**src/rtl/switch_confirm_input.sv**
```systemverilog
// Confirm-button debouncer and DIP-switch snapshot register for the IO mux.
// A debounced press latches the switches and holds them pending until the CPU acknowledges them.
module switch_confirm_input #(
    parameter int          DB_CYCLES = 100000,
    parameter logic [13:0] RD_ADDR   = 14'h3C70,
    parameter logic [13:0] ACK_ADDR  = 14'h3C80
) (
    input  logic        clk,
    input  logic        rst,
    input  logic [15:0] sw_i,
    input  logic        btn_confirm_i,
    input  logic        ioRead_i,
    input  logic        ioWrite_i,
    input  logic [13:0] addr_i,
    output logic [15:0] io_rdata_o,
    output logic        confirm_o,
    output logic        overrun_o
);

    localparam int                 CNT_W    = $clog2(DB_CYCLES + 1);
    localparam logic [CNT_W-1:0]   CNT_LAST = CNT_W'(DB_CYCLES - 1);
    localparam logic [CNT_W-1:0]   CNT_ONE  = CNT_W'(1);
    localparam logic [CNT_W-1:0]   CNT_ZERO = CNT_W'(0);

    typedef enum logic {DB_STABLE = 1'b0, DB_COUNTING = 1'b1} db_state_t;
    typedef enum logic {P_IDLE = 1'b0, P_PENDING = 1'b1} pend_state_t;

    logic             btn_meta_r;
    logic             btn_sync_r;
    logic [15:0]      sw_meta_r;
    logic [15:0]      sw_sync_r;
    db_state_t        db_state_r;
    logic             stable_r;
    logic             stable_d_r;
    logic [CNT_W-1:0] cnt_r;
    pend_state_t      pend_state_r;
    logic             press_s;
    logic             ack_s;

    // Two-flop synchronisers for the button and every switch bit
    always_ff @(posedge clk) begin
        if (rst) begin
            btn_meta_r <= 1'b0;
            btn_sync_r <= 1'b0;
            sw_meta_r  <= 16'h0000;
            sw_sync_r  <= 16'h0000;
        end else begin
            btn_meta_r <= btn_confirm_i;
            btn_sync_r <= btn_meta_r;
            sw_meta_r  <= sw_i;
            sw_sync_r  <= sw_meta_r;
        end
    end

    // Debounce FSM: a new level must persist DB_CYCLES consecutive cycles to be accepted
    always_ff @(posedge clk) begin
        if (rst) begin
            db_state_r <= DB_STABLE;
            stable_r   <= 1'b0;
            stable_d_r <= 1'b0;
            cnt_r      <= CNT_ZERO;
        end else begin
            stable_d_r <= stable_r;
            case (db_state_r)
                DB_STABLE: begin
                    if (btn_sync_r != stable_r) begin
                        db_state_r <= DB_COUNTING;
                        cnt_r      <= CNT_ONE;
                    end else begin
                        cnt_r      <= CNT_ZERO;
                    end
                end
                DB_COUNTING: begin
                    if (btn_sync_r == stable_r) begin
                        db_state_r <= DB_STABLE;
                        cnt_r      <= CNT_ZERO;
                    end else if (cnt_r == CNT_LAST) begin
                        stable_r   <= btn_sync_r;
                        db_state_r <= DB_STABLE;
                        cnt_r      <= CNT_ZERO;
                    end else begin
                        cnt_r      <= cnt_r + CNT_ONE;
                    end
                end
                default: begin
                    db_state_r <= DB_STABLE;
                    cnt_r      <= CNT_ZERO;
                end
            endcase
        end
    end

    // Rising edge of the accepted level and CPU acknowledge decode
    always_comb begin
        press_s = stable_r & ~stable_d_r;
        ack_s   = (ioRead_i & (addr_i == RD_ADDR)) | (ioWrite_i & (addr_i == ACK_ADDR));
    end

    // Pending FSM: a press always wins over a same-cycle acknowledge
    always_ff @(posedge clk) begin
        if (rst) begin
            pend_state_r <= P_IDLE;
            io_rdata_o   <= 16'h0000;
            confirm_o    <= 1'b0;
            overrun_o    <= 1'b0;
        end else begin
            case (pend_state_r)
                P_IDLE: begin
                    if (press_s) begin
                        io_rdata_o   <= sw_sync_r;
                        confirm_o    <= 1'b1;
                        pend_state_r <= P_PENDING;
                    end else begin
                        confirm_o    <= 1'b0;
                    end
                end
                P_PENDING: begin
                    if (press_s) begin
                        io_rdata_o <= sw_sync_r;
                        confirm_o  <= 1'b1;
                        if (!ack_s) begin
                            overrun_o <= 1'b1;
                        end
                    end else if (ack_s) begin
                        confirm_o    <= 1'b0;
                        pend_state_r <= P_IDLE;
                    end else begin
                        confirm_o    <= 1'b1;
                    end
                end
                default: begin
                    pend_state_r <= P_IDLE;
                    confirm_o    <= 1'b0;
                end
            endcase
        end
    end

endmodule

```
**config.mk**
```make
export PLATFORM = sky130hd
export DESIGN_NAME = switch_confirm_input
export DESIGN_NICKNAME = d
export VERILOG_FILES = /design/src/rtl/switch_confirm_input.sv
export SDC_FILE = /design/constraint.sdc
export NUM_CORES = 1
export LEC_CHECK = 0
export CORE_MARGIN = 2
export CORE_UTILIZATION = 45
export DETAILED_ROUTE_END_ITERATION = 7
export PLACE_DENSITY = 0.75
export SLEW_MARGIN = 20
export SYNTH_ARGS = -nofsm -noshare
export SYNTH_HDL_FRONTEND = slang
export SYNTH_SLANG_ARGS = --single-unit
```
**constraint.sdc**
```tcl
create_clock -name clk -period 1.6 [get_ports clk]
set_input_delay 0.32 -clock clk [delete_from_list [all_inputs] [get_ports clk]]
set_output_delay 0.32 -clock clk [all_outputs]
set_load 0.05 [all_outputs]
```
==> results of run 1 <==
-- logic make-up after synthesis --
| logic type | share of synthesized area |
|---|---|
| AO/OA/AOI/OAI | 0.0566 |
| XOR/XNOR | 0.0556 |
| adder cells (fa/ha/maj) | 0.00496 |
| buffers and inverters | 0.0313 |
| flip-flops | 0.572 |
| multiplexers | 0.00596 |
| AND/OR/NAND/NOR | 0.274 |
-- flip-flops by register name, summed over array words and instances (netlist names) --
signal	count
cnt_r	17
db_state_r	1
btn_sync_r	1
overrun_o	1
pend_state_r	1
btn_meta_r	1
stable_r	1
stable_d_r	1
sw_sync_r	16
sw_meta_r	16
io_rdata_o	16
-- worst min-delay path: stages --
cell	delay, ns
buf_2	0.10
nand2b_1	0.19
nor2_1	0.06
-- metrics by stage --
stage	instances	hold slack, ns	instance area (um^2)
after floorplan	258	0.414	2520
after global placement	385	0.417	3140
after detailed placement	385	0.422	3140
after CTS	401	0.360	3340
after global routing	401	0.384	3340
final	401	0.366	3340
-- layout make-up --
class / instances / area (um^2)
multi-input combinational: 167 / 1000
tap: 72 / 90.1
clock buffer: 10 / 128
clock inverter: 6 / 68.8
sequential: 72 / 1440
timing repair buffer: 68 / 591
fill: 496 / 2130
inverter: 6 / 22.5
-- placed cells by master (no fill, tap or decap), types with 2 or more instances in the layout --
cell type	Yosys	final
clkbuf_8	0	9
nor2_1	18	18
inv_1	6	6
nand2b_1	2	2
nor2b_1	37	37
nor3_1	5	5
nand4_1	7	7
o21ai_0	2	2
nand2_1	35	35
nand3_1	6	6
clkinv_4	0	2
a21oi_1	16	16
clkdlybuf4s50_1	0	33
dfxtp_1	72	72
nor4_1	6	6
xnor2_1	12	12
buf_4	0	34
xor2_1	4	4
-- metal layers --
| layer | track usage | vias to the layer above | wire (um) |
|---|---|---|---|
| li1 | - | 981 | - |
| met1 | 0.169 | 843 | 1950 |
| met2 | 0.268 | 45 | 2090 |
| met3 | 0.0568 | 7 | 348 |
| met4 | 0.0983 | 0 | 74 |
| met5 | 0 | - | 0 |
-- power groups by stage --
stage / sequential (mW) / combinational, mW / clock [mW]
5_1_grt: 1.84 / 0.160 / 1.52
6_report: 1.84 / 0.145 / 1.39
3_3_place_gp: 1.88 / 0.145 / 0
3_5_place_dp: 1.88 / 0.148 / 0
4_1_cts: 1.84 / 0.148 / 1.44
2_1_floorplan: 1.88 / 0.0519 / 0
-- worst paths after layout --
kind | slack, ns | to
worst max-delay path | 0.04 | stable_r
worst min-delay path | 0.37 | db_state_r
worst min register to register | 0.43 | io_rdata_o[14]
worst max register to register | 0.04 | stable_r
==> qor.txt, run 1 <==
HP Start: rst
Most frequent cell after synthesis: dfxtp_1
Deepest clock path buffer count: 2
FMAX: 641 MHz
Slew headroom: 0.751
Final min period: 1.56 ns
Largest net degree at the start of global routing: 24
Crit path cell chain: or4_4 -> nor2_4 -> and3_4 -> mux2_4
Drt pass-1 iters: 4
Worst setup margin: 0.0397 ns
Nets: 360
WL/cell: 11.1 um
Synth Area per Inst: 9.77 um^2
RePlAce Congestion: 0.829
Fin util: 0.610
DRC viols: 0
Slowest stage delay, CP: 0.54 ns
Area leader, netlist: dfxtp_1
Fin. Hold Viols: 0
Layout cells sized above 1: 0.179
Post-cts sizing count: 0
Synth Cell Area: 2520 um^2
Port bufs: 52
Initial Util: 0.460
Buffers & Inverters on Critical Path: 0
Post-CTS Repair Setup Buffers: 0
Worst hold stages: 3
WL final: 4460 um
Via count: 1876
Max H-tree Level: 3
DR vias/cell: 4.68
Power consumption: 3.38 mW
Net switching power: 0.719 mW
Crit Path Class: reg2reg
# IOs: 53
Diode count: 0
Sequential fraction of the synthesis area: 0.572
Clock transition at path regs: 0.08 ns
Clock Power Share: 0.412
Area growth, synth to finish: 32.6%
DRT iter0 DRCs: 70
CP delay by family, top: simple AND/OR/NAND/NOR gates
Post-synth EDFFs: 0
Die W: 78.8 um
Required time worst endpoint: 1.84 ns
Synth warn: 0
Initial antenna violation count: 0
Max-cap violations: 0
GRT Total Usage: 0.159
# clock sinks: 72
R2R cell count: 4
CP arrival: 1.80 ns
Seq pwr share: 0.545
TritonCTS clock tree: built
Unique masters post-synth: 33
DP Worst Slack: -0.0514 ns
Worst skew pair latency: 0.34 ns
CTS Buf Count: 9
Crit. End Element: flop
Top cells by area, synth: dfxtp_1 (57%), nor2b_1 (9.2%), nand2_1 (5.2%), xnor2_1 (4.2%), a21oi_1 (3.2%)
Root Buffer Master: clkbuf_8
DP Wirelength: 3190 um
Num rows: 27
Total grt overflow: 0
Core Area: 5470 um^2
Area share of the largest cell type after synthesis: 0.572
Nature of the critical path startpoint: flop
CP startpoint: cnt_r[5]
Lkg Pwr: 1.24 nW
TNS Setup: 0 ns
Die height: 78.8 um
Final period util: 0.975
Post-Syn Nets: 294
Worst Tran Pin Value: 0.370 ns
RSZ-0062 raised after global routing: no
Ys flop type: dfxtp_1
Post-synthesis instance total: 258
Flops & latches, synth: 72
Vias in the first global route: 1753
Count of final setup violators: 0
Cts hold-fix bufs: 0
Reg2reg start: cnt_r[5]
Skew final: 0.00776 ns
Full die area: 6210 um^2
Power per cell area: 1010 nW/um^2
First-pass GRT wire length: 7470 um
CP max stage cell: or4_4
Final Max Slew Viols: 0
Combinational Power Share: 0.043
Ys async rst share: 0
Internal power: 2.66 mW
Worst Hold Class: in2reg
Post-synth top cells: dfxtp_1 (72), nor2b_1 (37), nand2_1 (35), nor2_1 (18), a21oi_1 (16)
Switching Share: 0.213
CP Max Fanout: 2
WP depth: 4
Peak supply drop: 0.483 mV
ANT nets after route: 0
Status: complete, no violations
(Power assumes the default switching activity.)
==> run 2, diff against run 1 <==
CORE_UTILIZATION = 55   (was 45)
DONT_BUFFER_PORTS = 1   (was unset)
GPL_ROUTABILITY_DRIVEN = 0   (was unset)
PLACE_DENSITY = 0.73   (was 0.75)
RECOVER_POWER = 50   (was unset)
==> run 2 against run 1 <==
Register-to-register slack about the same. Global-route usage up 2.7 points. Wire length shrank 3.4%. Clock skew rose by 0.00053 ns. Clock power fell by 6%. Worst setup slack lost 0.014 ns. Final cell count shrank 19%. Clock-buffer cell count up 2. Die area shrank 17%. Critical path type unchanged. Largest power group unchanged.
==> qor.txt, run 2 (synthesis results as in run 1) <==
Status: complete, no violations
Nature of the critical path startpoint: flop
Slowest stage delay, CP: 0.54 ns (about the same)
Reg with most FFs: cnt_r
Die W: 71.7 um (-9.1%)
Buffers & Inverters on Critical Path: 0 (unchanged)
Most common cell after layout, fill and taps aside: dfxtp_1
Skew final: 0.00830 ns (+0.000532 ns)
Largest net degree at the start of global routing: 57 (+140%)
Max-cap violations: 0 (unchanged)
FMAX: 635 MHz (-0.91%)
M2 GR Usage: 0.322 (+0.0536)
Crit Path Class: reg2reg
Drt pass-1 iters: 4 (unchanged)
Num rows: 24 (-11%)
Crit. End Element: flop
Reg2reg start: cnt_r[5]
Max FFs per register: 17 (unchanged)
Die height: 71.7 um (-9.1%)
Top Usage Layer GRT: met2
Initial antenna violation count: 0 (unchanged)
WL final: 4310 um (-3.4%)
Root Buffer Master: clkbuf_8
Post-cts sizing count: 0 (unchanged)
# IOs: 53 (unchanged)
Cts hold-fix bufs: 0 (unchanged)
Via count: 1711 (-8.8%)
Full die area: 5140 um^2 (-17%)
HP Start: rst
WP depth: 4 (unchanged)
Required time worst endpoint: 1.83 ns (about the same)
Worst skew pair latency: 0.33 ns (about the same)
DP Wirelength: 2890 um (-9.3%)
Layout cells sized above 1: 0.142 (-0.0370)
Crit path cell chain: or4_4 -> nor2_4 -> and3_4 -> mux2_4
Fin. Hold Viols: 0 (unchanged)
First-pass GRT wire length: 7200 um (-3.7%)
RSZ-0062 raised after global routing: yes
Peak supply drop: 0.669 mV (+39%)
End of the worst hold path: sw_sync_r[2]
Power per cell area: 1130 nW/um^2 (+12%)
DRT iter0 DRCs: 70 (unchanged)
Slew headroom: 0.540 (-0.211)
Post-CTS Repair Setup Buffers: 0 (unchanged)
DP Worst Slack: 0.0338 ns (+0.0853 ns)
Deepest clock path buffer count: 2 (unchanged)
Clock transition at path regs: 0.07 ns (about the same)
Worst hold stages: 1 (-2)
Final period util: 0.984 (+0.00899)
WL/cell: 13.2 um (+19%)
Placed inst area: 2630 um^2 (-16%)
Hold WS: 0.0491 ns (-0.317 ns)
CP Max Fanout: 3 (+1)
Vias in the first global route: 1678 (-4.3%)
GRT Total Usage: 0.185 (+0.0265)
Diode count: 0 (unchanged)
Final min period: 1.57 ns (+0.0144 ns)
Final Max Slew Viols: 0 (unchanged)
Worst setup margin: 0.0253 ns (-0.0144 ns)
Power consumption: 3.19 mW (-5.6%)
Worst Hold Class: in2reg
Total grt overflow: 0 (unchanged)
Count of final setup violators: 0 (unchanged)
TNS Setup: 0 ns (unchanged)
DR vias/cell: 5.25 (+12%)
CTS Buf Count: 9 (unchanged)
Met3 Track Usage GR: 0.0802 (+0.0234)
Met1 usage: 0.199 (+0.0295)
TritonCTS clock tree: built
Core Area: 4380 um^2 (-20%)
Max H-tree Level: 3 (unchanged)
Most frequent cells in the layout: dfxtp_1 (72), nor2b_1 (37), nand2_1 (35), nor2_1 (18), a21oi_1 (16)
DRC viols: 0 (unchanged)
CP arrival: 1.80 ns (about the same)
R2R cell count: 4 (unchanged)
CP delay by family, top: simple AND/OR/NAND/NOR gates
CP max stage cell: or4_4
Initial Util: 0.575 (+0.114)
# clock sinks: 72 (unchanged)
Crit Reg-Reg Endpoint: stable_r
Nets: 305 (-15%)
Lkg Pwr: 0.984 nW (-21%)
Worst Tran Pin Value: 0.690 ns (+0.320 ns)
Reg2reg setup slack: 0.03 ns (about the same)
ANT nets after route: 0 (unchanged)
Post-layout instance area: 2830 um^2 (-15%)
Port bufs: 0 (-100%)
Area growth, synth to finish: 12.2%
## run 2: worst max path at each step
stage | startpoint | to | slack (ns)
4_1_cts | cnt_r[5] | stable_r | 0.02
3_3_place_gp | cnt_r[5] | stable_r | 0.05
2_1_floorplan | cnt_r[5] | stable_r | 0.03
5_1_grt | cnt_r[5] | stable_r | -0.02
6_report | cnt_r[5] | stable_r | 0.03
3_5_place_dp | cnt_r[5] | stable_r | 0.03
## run 2: area by class of cell
class,instances,area (um^2)
multi-input cells,167,1010
clock buffers,12,165
fillers,376,1560
inverters,6,22.5
well taps,52,65.1
flip-flops and latches,72,1440
repair buffers,13,93.8
clock inverters,4,27.5
## run 2: metal layers
layer	vias to the layer above	share of wire	routed length, um
met5	-	0	0
met4	0	0.0039	17
met3	3	0.081	350
met2	66	0.51	2200
met1	771	0.40	1740
li1	871	-	-
## run 2: metrics by stage
| step | util | cells |
|---|---|---|
| 2_1_floorplan | - | 258 |
| 5_1_grt | 0.645 | 326 |
| 4_1_cts | 0.643 | 326 |
| 3_3_place_gp | 0.599 | 310 |
| 3_5_place_dp | 0.599 | 310 |
| 6_report | 0.645 | 326 |
## run 2: power breakdown
group	internal (mW)	switching, mW
sequential	1.83	0.0102
clock	0.686	0.619
combinational	0.0281	0.0138
total	2.55	0.644
